**config.mk**
```make
export PLATFORM = sky130hd
export DESIGN_NAME = health_shield_ctrl
export DESIGN_NICKNAME = d
export VERILOG_FILES = /design/src/rtl/health_shield_ctrl.sv
export SDC_FILE = /design/constraint.sdc
export NUM_CORES = 1
export LEC_CHECK = 0
export ABC_CLOCK_PERIOD_IN_PS = 2200
export CORE_UTILIZATION = 53
export DETAILED_ROUTE_END_ITERATION = 12
export PLACE_DENSITY = 0.76
export SLEW_MARGIN = 40
export SYNTH_ARGS = -nofsm -noshare
export SYNTH_HDL_FRONTEND = slang
export SYNTH_SLANG_ARGS = --single-unit
```
**constraint.sdc**
```tcl
create_clock -name clk -period 2.2 [get_ports clk]
set_input_delay 0.22 -clock clk [delete_from_list [all_inputs] [get_ports clk]]
set_output_delay 0.22 -clock clk [all_outputs]
set_load 0.005 [all_outputs]
```
**src/rtl/health_shield_ctrl.sv**
```systemverilog
// Round sequencer and per-fighter health/shield bookkeeping for the two-player bar display.
// Define SHIELD_REGEN_EN to build the per-player shield regeneration counters.
module health_shield_ctrl #(
    parameter int MAX_HEALTH    = 10,
    parameter int MAX_SHIELD    = 10,
    parameter int HIT_DAMAGE    = 2,
    parameter int INVULN_CYCLES = 25000000,
    parameter int REGEN_CYCLES  = 100000000
) (
    input  logic       clk,
    input  logic       reset,
    input  logic       start,
    input  logic       p1_hit,
    input  logic       p2_hit,
    input  logic       p1_block,
    input  logic       p2_block,
    output logic [3:0] p1_health,
    output logic [3:0] p1_shield,
    output logic [3:0] p2_health,
    output logic [3:0] p2_shield,
    output logic       p1_hit_ack,
    output logic       p2_hit_ack,
    output logic       game_over,
    output logic [1:0] winner
);

    localparam int CYC_MAX = (INVULN_CYCLES > REGEN_CYCLES) ? INVULN_CYCLES : REGEN_CYCLES;
    localparam int CNT_W   = $clog2(CYC_MAX + 1);
    localparam logic [3:0] MAX_H = 4'(MAX_HEALTH);
    localparam logic [3:0] MAX_S = 4'(MAX_SHIELD);
    localparam logic [3:0] DMG   = 4'(HIT_DAMAGE);
    // The hit cycle itself is the first of the INVULN_CYCLES-long immune window.
    localparam logic [CNT_W-1:0] INV_LOAD = (INVULN_CYCLES > 0) ? CNT_W'(INVULN_CYCLES - 1) : '0;
    localparam logic [CNT_W-1:0] CNT_ONE  = CNT_W'(1);
`ifdef SHIELD_REGEN_EN
    localparam logic [CNT_W-1:0] REGEN_LAST = CNT_W'(REGEN_CYCLES - 1);
`endif

    typedef enum logic [1:0] {
        S_IDLE  = 2'd0,
        S_FIGHT = 2'd1,
        S_KO    = 2'd2
    } state_t;

    state_t     state_q, state_d;
    logic [1:0] winner_q, winner_d;
    logic [1:0] ack_q, ack_d;
    logic       fight, load;
    logic [1:0] hit_on, blk, accept, zero_d;
    logic [7:0] health_v, shield_v;

    // Vectors are indexed by the fighter being hit: 0 = p1, 1 = p2.
    assign hit_on = {p1_hit, p2_hit};
    assign blk    = {p2_block, p1_block};
    assign fight  = (state_q == S_FIGHT);
    assign load   = start && (state_q != S_FIGHT);

    generate
        for (genvar gi = 0; gi < 2; gi++) begin : g_player
            logic [3:0]       health_q, health_d, shield_q, shield_d;
            logic [CNT_W-1:0] inv_q, inv_d;
`ifdef SHIELD_REGEN_EN
            logic [CNT_W-1:0] regen_q, regen_d;
`endif

            assign accept[gi] = fight && hit_on[gi] && (inv_q == '0);

            always_comb begin
                health_d = health_q;
                shield_d = shield_q;
                inv_d    = inv_q;
`ifdef SHIELD_REGEN_EN
                regen_d  = regen_q;
`endif
                if (load) begin
                    health_d = MAX_H;
                    shield_d = MAX_S;
                    inv_d    = '0;
`ifdef SHIELD_REGEN_EN
                    regen_d  = '0;
`endif
                end else if (fight) begin
                    if (inv_q != '0) inv_d = inv_q - CNT_ONE;
                    if (accept[gi]) begin
                        if (blk[gi] && (shield_q != 4'd0)) shield_d = shield_q - 4'd1;
                        else health_d = (health_q > DMG) ? (health_q - DMG) : 4'd0;
                        inv_d = INV_LOAD;
`ifdef SHIELD_REGEN_EN
                        regen_d = '0;
`endif
                    end
`ifdef SHIELD_REGEN_EN
                    else if (blk[gi] || (shield_q >= MAX_S)) begin
                        regen_d = '0;
                    end else if (regen_q == REGEN_LAST) begin
                        shield_d = shield_q + 4'd1;
                        regen_d  = '0;
                    end else begin
                        regen_d = regen_q + CNT_ONE;
                    end
`endif
                end
            end

            always_ff @(posedge clk) begin
                if (reset) begin
                    health_q <= MAX_H;
                    shield_q <= MAX_S;
                    inv_q    <= '0;
`ifdef SHIELD_REGEN_EN
                    regen_q  <= '0;
`endif
                end else begin
                    health_q <= health_d;
                    shield_q <= shield_d;
                    inv_q    <= inv_d;
`ifdef SHIELD_REGEN_EN
                    regen_q  <= regen_d;
`endif
                end
            end

            assign zero_d[gi]           = (health_d == 4'd0);
            assign health_v[gi*4 +: 4]  = health_q;
            assign shield_v[gi*4 +: 4]  = shield_q;
        end
    endgenerate

    always_comb begin
        state_d  = state_q;
        winner_d = winner_q;
        // An accepted hit on p2 acknowledges p1's attack and vice versa.
        ack_d    = {accept[0], accept[1]};
        case (state_q)
            S_IDLE: begin
                if (start) state_d = S_FIGHT;
            end
            S_FIGHT: begin
                if (|zero_d) begin
                    state_d  = S_KO;
                    winner_d = {zero_d[0], zero_d[1]};
                end
            end
            S_KO: begin
                if (start) begin
                    state_d  = S_FIGHT;
                    winner_d = 2'b00;
                end
            end
            default: state_d = S_IDLE;
        endcase
    end

    always_ff @(posedge clk) begin
        if (reset) begin
            state_q  <= S_IDLE;
            winner_q <= 2'b00;
            ack_q    <= 2'b00;
        end else begin
            state_q  <= state_d;
            winner_q <= winner_d;
            ack_q    <= ack_d;
        end
    end

    assign p1_health  = health_v[3:0];
    assign p2_health  = health_v[7:4];
    assign p1_shield  = shield_v[3:0];
    assign p2_shield  = shield_v[7:4];
    assign p1_hit_ack = ack_q[0];
    assign p2_hit_ack = ack_q[1];
    assign game_over  = (state_q == S_KO);
    assign winner     = winner_q;

endmodule

```
==> out/results.tsv <==
stage	metric	value	unit
clock_network	worst skew pair latency	360	ps
synth	count of different cell masters after synthesis	58	
sta	fin crit share	1.09	
sta	Finish-stage setup viols	50	
synth	Synth async-reset ratio	0	
layout	Fillers	377	
synth	mapped cell area	3900	µm²
setup_path	Startpoint Class	register	
clock_network	H-tree depth	3	
detailed_routing	vias per cell	5.89	
global_route	GRT Total Usage	0.282	
layout	layout cells sized above 1	0.395	
worst_hold_path	hold_sp	winner[0]$_SDFFE_PP0P_	
place	DP Worst Slack	-199	ps
setup_path	Crit. Startpoint	g_player[1].inv_q[16]$_SDFFE_PP0P_	
layout	Util after Layout	0.834	
synth	syn avg cell area	8.63	µm²
global_route	global-route wire length before repair	17.1	mm
clock_network	CTS Buf Count	9	
synth	area share of and/or/nand/nor cells after synthesis	0.305	
synth	multiplexer area fraction after synthesis	0.00513	
sta	Final Hold Viols	0	
power_and_ir_drop	Pwr Density	1240	nW/µm²
sta	unrepaired setup endpoints after global routing	true	
detailed_routing	DR DRC count	0	
sta	Slew @ Worst Pin	602	ps
layout	area grow syn2layout	48.5	%
floorplanning	I/O pins	28	
synth	post-synthesis net count	467	
power_and_ir_drop	Comb power frac	0.608	
synth	Main synth FF type	dfxtp_1	
layout	most used cells in the layout excluding fill and tap cells	buf_4 (89), dfxtp_1 (72), nor2_1 (54)	
clock_network	CTS sink count	76	
power_and_ir_drop	switching share of power	0.438	
synth	EDFF count, synth	0	
power_and_ir_drop	LEAKAGE	2.23	nW
synth	Syn Inst Count	452	
place	DP HPWL	7.16	mm
global_route	initial antenna violation count	0	
floorplanning	DIE AREA	7710	µm²
synth	yosys warns	0	
power_and_ir_drop	Power Internal	4.05	mW
run_status	run status	finished, violations left	
floorplanning	Rows	30	
layout	commonest non-fill, non-tap cell in the layout	buf_4	
clock_network	clock tree root driver cell	clkbuf_8	
floorplanning	Core ar.	6940	µm²
detailed_routing	drt wl/cell	17.5	µm
synth	Synth Area in XOR/XNOR	0.0853	
setup_path	Reg2Reg Depth	8	
place	DP Area	4900	µm²
place	Final GP Congestion	0.895	
power_and_ir_drop	clock network power share	0.138	
global_route	pin count of the biggest net entering global routing	21	
floorplanning	Die Ht	87.8	µm
setup_path	R2R Path Start	g_player[1].inv_q[16]$_SDFFE_PP0P_	
place	IO Port Bufs	27	
power_and_ir_drop	Seq pwr share	0.254	
global_route	GRT Residual Overflow	0	
power_and_ir_drop	Peak supply drop	0.851	mV
setup_path	worst-path maximum fanout	4	
sta	clk_skew	9.53	ps
detailed_routing	Final ANT Viol Nets	0	
synth	Adder-Cell Fraction of Synth Area	0.0257	
worst_hold_path	HP Class	register to register	
job	maxcap violations	0	
clock_network	Max clock buf depth	2	
run_status	failing checks	negative setup slack	
setup_path	crit path DAT	2640	ps
floorplanning	Die X	87.8	µm
detailed_routing	TritonRoute pass-1 iters	4	
layout	design area	5790	µm²
layout	final net count	597	
detailed_routing	Post-Route WL	12.0	mm
sta	setup slack after layout	-201	ps
sta	max frequency	416	MHz
global_route	vias in the first global route	3705	
sta	Final min period	2400	ps
layout	FF/Latch Area	1530	µm²
setup_path	Worst EP required	2440	ps
detailed_routing	total number of vias	4025	
sta	Slew HR	0.597	
synth	largest family of logic cells by synthesized area	simple AND/OR/NAND/NOR gates	
clock_network	CTS tree	done	
sta	max-slew violations	0	
layout	area of the multi-input gates	2820	µm²
setup_path	Setup CP Type	register to register	
synth	post-synthesis compound-gate area fraction	0.159	
detailed_routing	DR iter-0 viols	240	
floorplanning	initial core utilization	0.562	
clock_network	clock slew at reported path FFs	90	ps
synth	register area share after synthesis	0.390	
power_and_ir_drop	Net Switching	3.16	mW
synth	flip-flop and latch count after synthesis	76	
setup_path	Crit. End Element	register	
layout	# diodes	0	
worst_hold_path	hold depth	2	
synth_stat cells, types with 4 or more instances:
library cell,number,area share
ha_1,8,0.026
a211oi_1,12,0.023
nor4_2,5,0.016
nor3_1,18,0.023
clkbuf_1,8,0.0077
or3_1,8,0.013
xor2_1,21,0.047
nor2b_1,7,0.011
nand2b_1,7,0.011
nand3_1,12,0.015
xnor2_1,17,0.038
a311oi_1,6,0.013
nand4_1,6,0.0096
a211o_1,4,0.0090
o211ai_1,6,0.012
nor4_1,10,0.016
a21oi_1,30,0.038
or4_1,5,0.0096
nand2_1,28,0.027
nor2_1,69,0.066
dfxtp_1,76,0.39
o21ai_0,12,0.015
inv_1,18,0.017
nand3b_1,5,0.0096
routing by layer:
| layer | share of wire | GRT usage |
|---|---|---|
| met1 | 0.40 | 0.344 |
| met2 | 0.52 | 0.493 |
| met3 | 0.049 | 0.0377 |
| met4 | 0.037 | 0.131 |
| met5 | 0 | 0 |
cell families after synthesis:
family                     after synthesis
and+or+nand+nor                        211
AOI/OAI and AO/OA                       88
DFF                                     76
xor gates and xnor gates                38
buffers and inverters                   29
adders and majority gates                8
muxes                                    2
power by group through the flow:
stage	logic [mW]	clock network [mW]	registers (mW)
3_3_place_gp	3.04	0	1.80
5_1_grt	4.64	1.06	1.85
2_1_floorplan	2.03	0	1.81
3_5_place_dp	3.14	0	1.81
6_report	4.38	0.998	1.83
4_1_cts	3.45	0.995	1.79
worst max-delay path, stage by stage, from the launching register on:
cell     delay (ps)
dfxtp_2         330
or4_4           540
or4_4           490
o41ai_4         210
buf_4           200
nor3_2           60
nand2_1         120
xor2_2          230
a21oi_2         110
final timing paths:
path	endpoint	slack, ps
setup / recovery	g_player[1].inv_q[14]$_SDFFE_PP0P_	-200
hold / removal	winner[0]$_SDFFE_PP0P_	510
setup reg to reg	g_player[1].inv_q[14]$_SDFFE_PP0P_	-200
hold reg to reg	winner[0]$_SDFFE_PP0P_	510
registers in the layout, summed over array words and instances (netlist names):
signal          count
p1_shield           4
g_player.inv_q     54
ack_q               2
winner              2
p1_health           4
p2_health           4
p2_shield           4
state_q             2
timing repair:
action / in CTS / in global routing
hold buffers: 0 / 0
pin swaps: 23 / 55
gates resized for setup: 25 / 96
gates cloned: 1 / 1
endpoints found under the setup margin: 51 / 58
setup buffers: 9 / 12
layout make-up:
class                      instances  area share
clock buffer                      10      0.0238
inverter                          18      0.0117
tap                               96      0.0207
clock inverter                     6     0.00670
multi-input combinational        348       0.487
timing repair buffer             129       0.186
sequential                        76       0.264
metrics by stage:
stage          setup TNS [ps]  hold WS (ps)  total power, mW  instances
2_1_floorplan           -1370           369             3.84        452
3_3_place_gp            -1470           474             4.84        644
3_5_place_dp            -3320           491             4.95        644
4_1_cts                 -1940           504             6.24        670
5_1_grt                 -9080           515             7.54        683
6_report                -4790           509             7.21        683
Power figures use the tool's default switching activity.
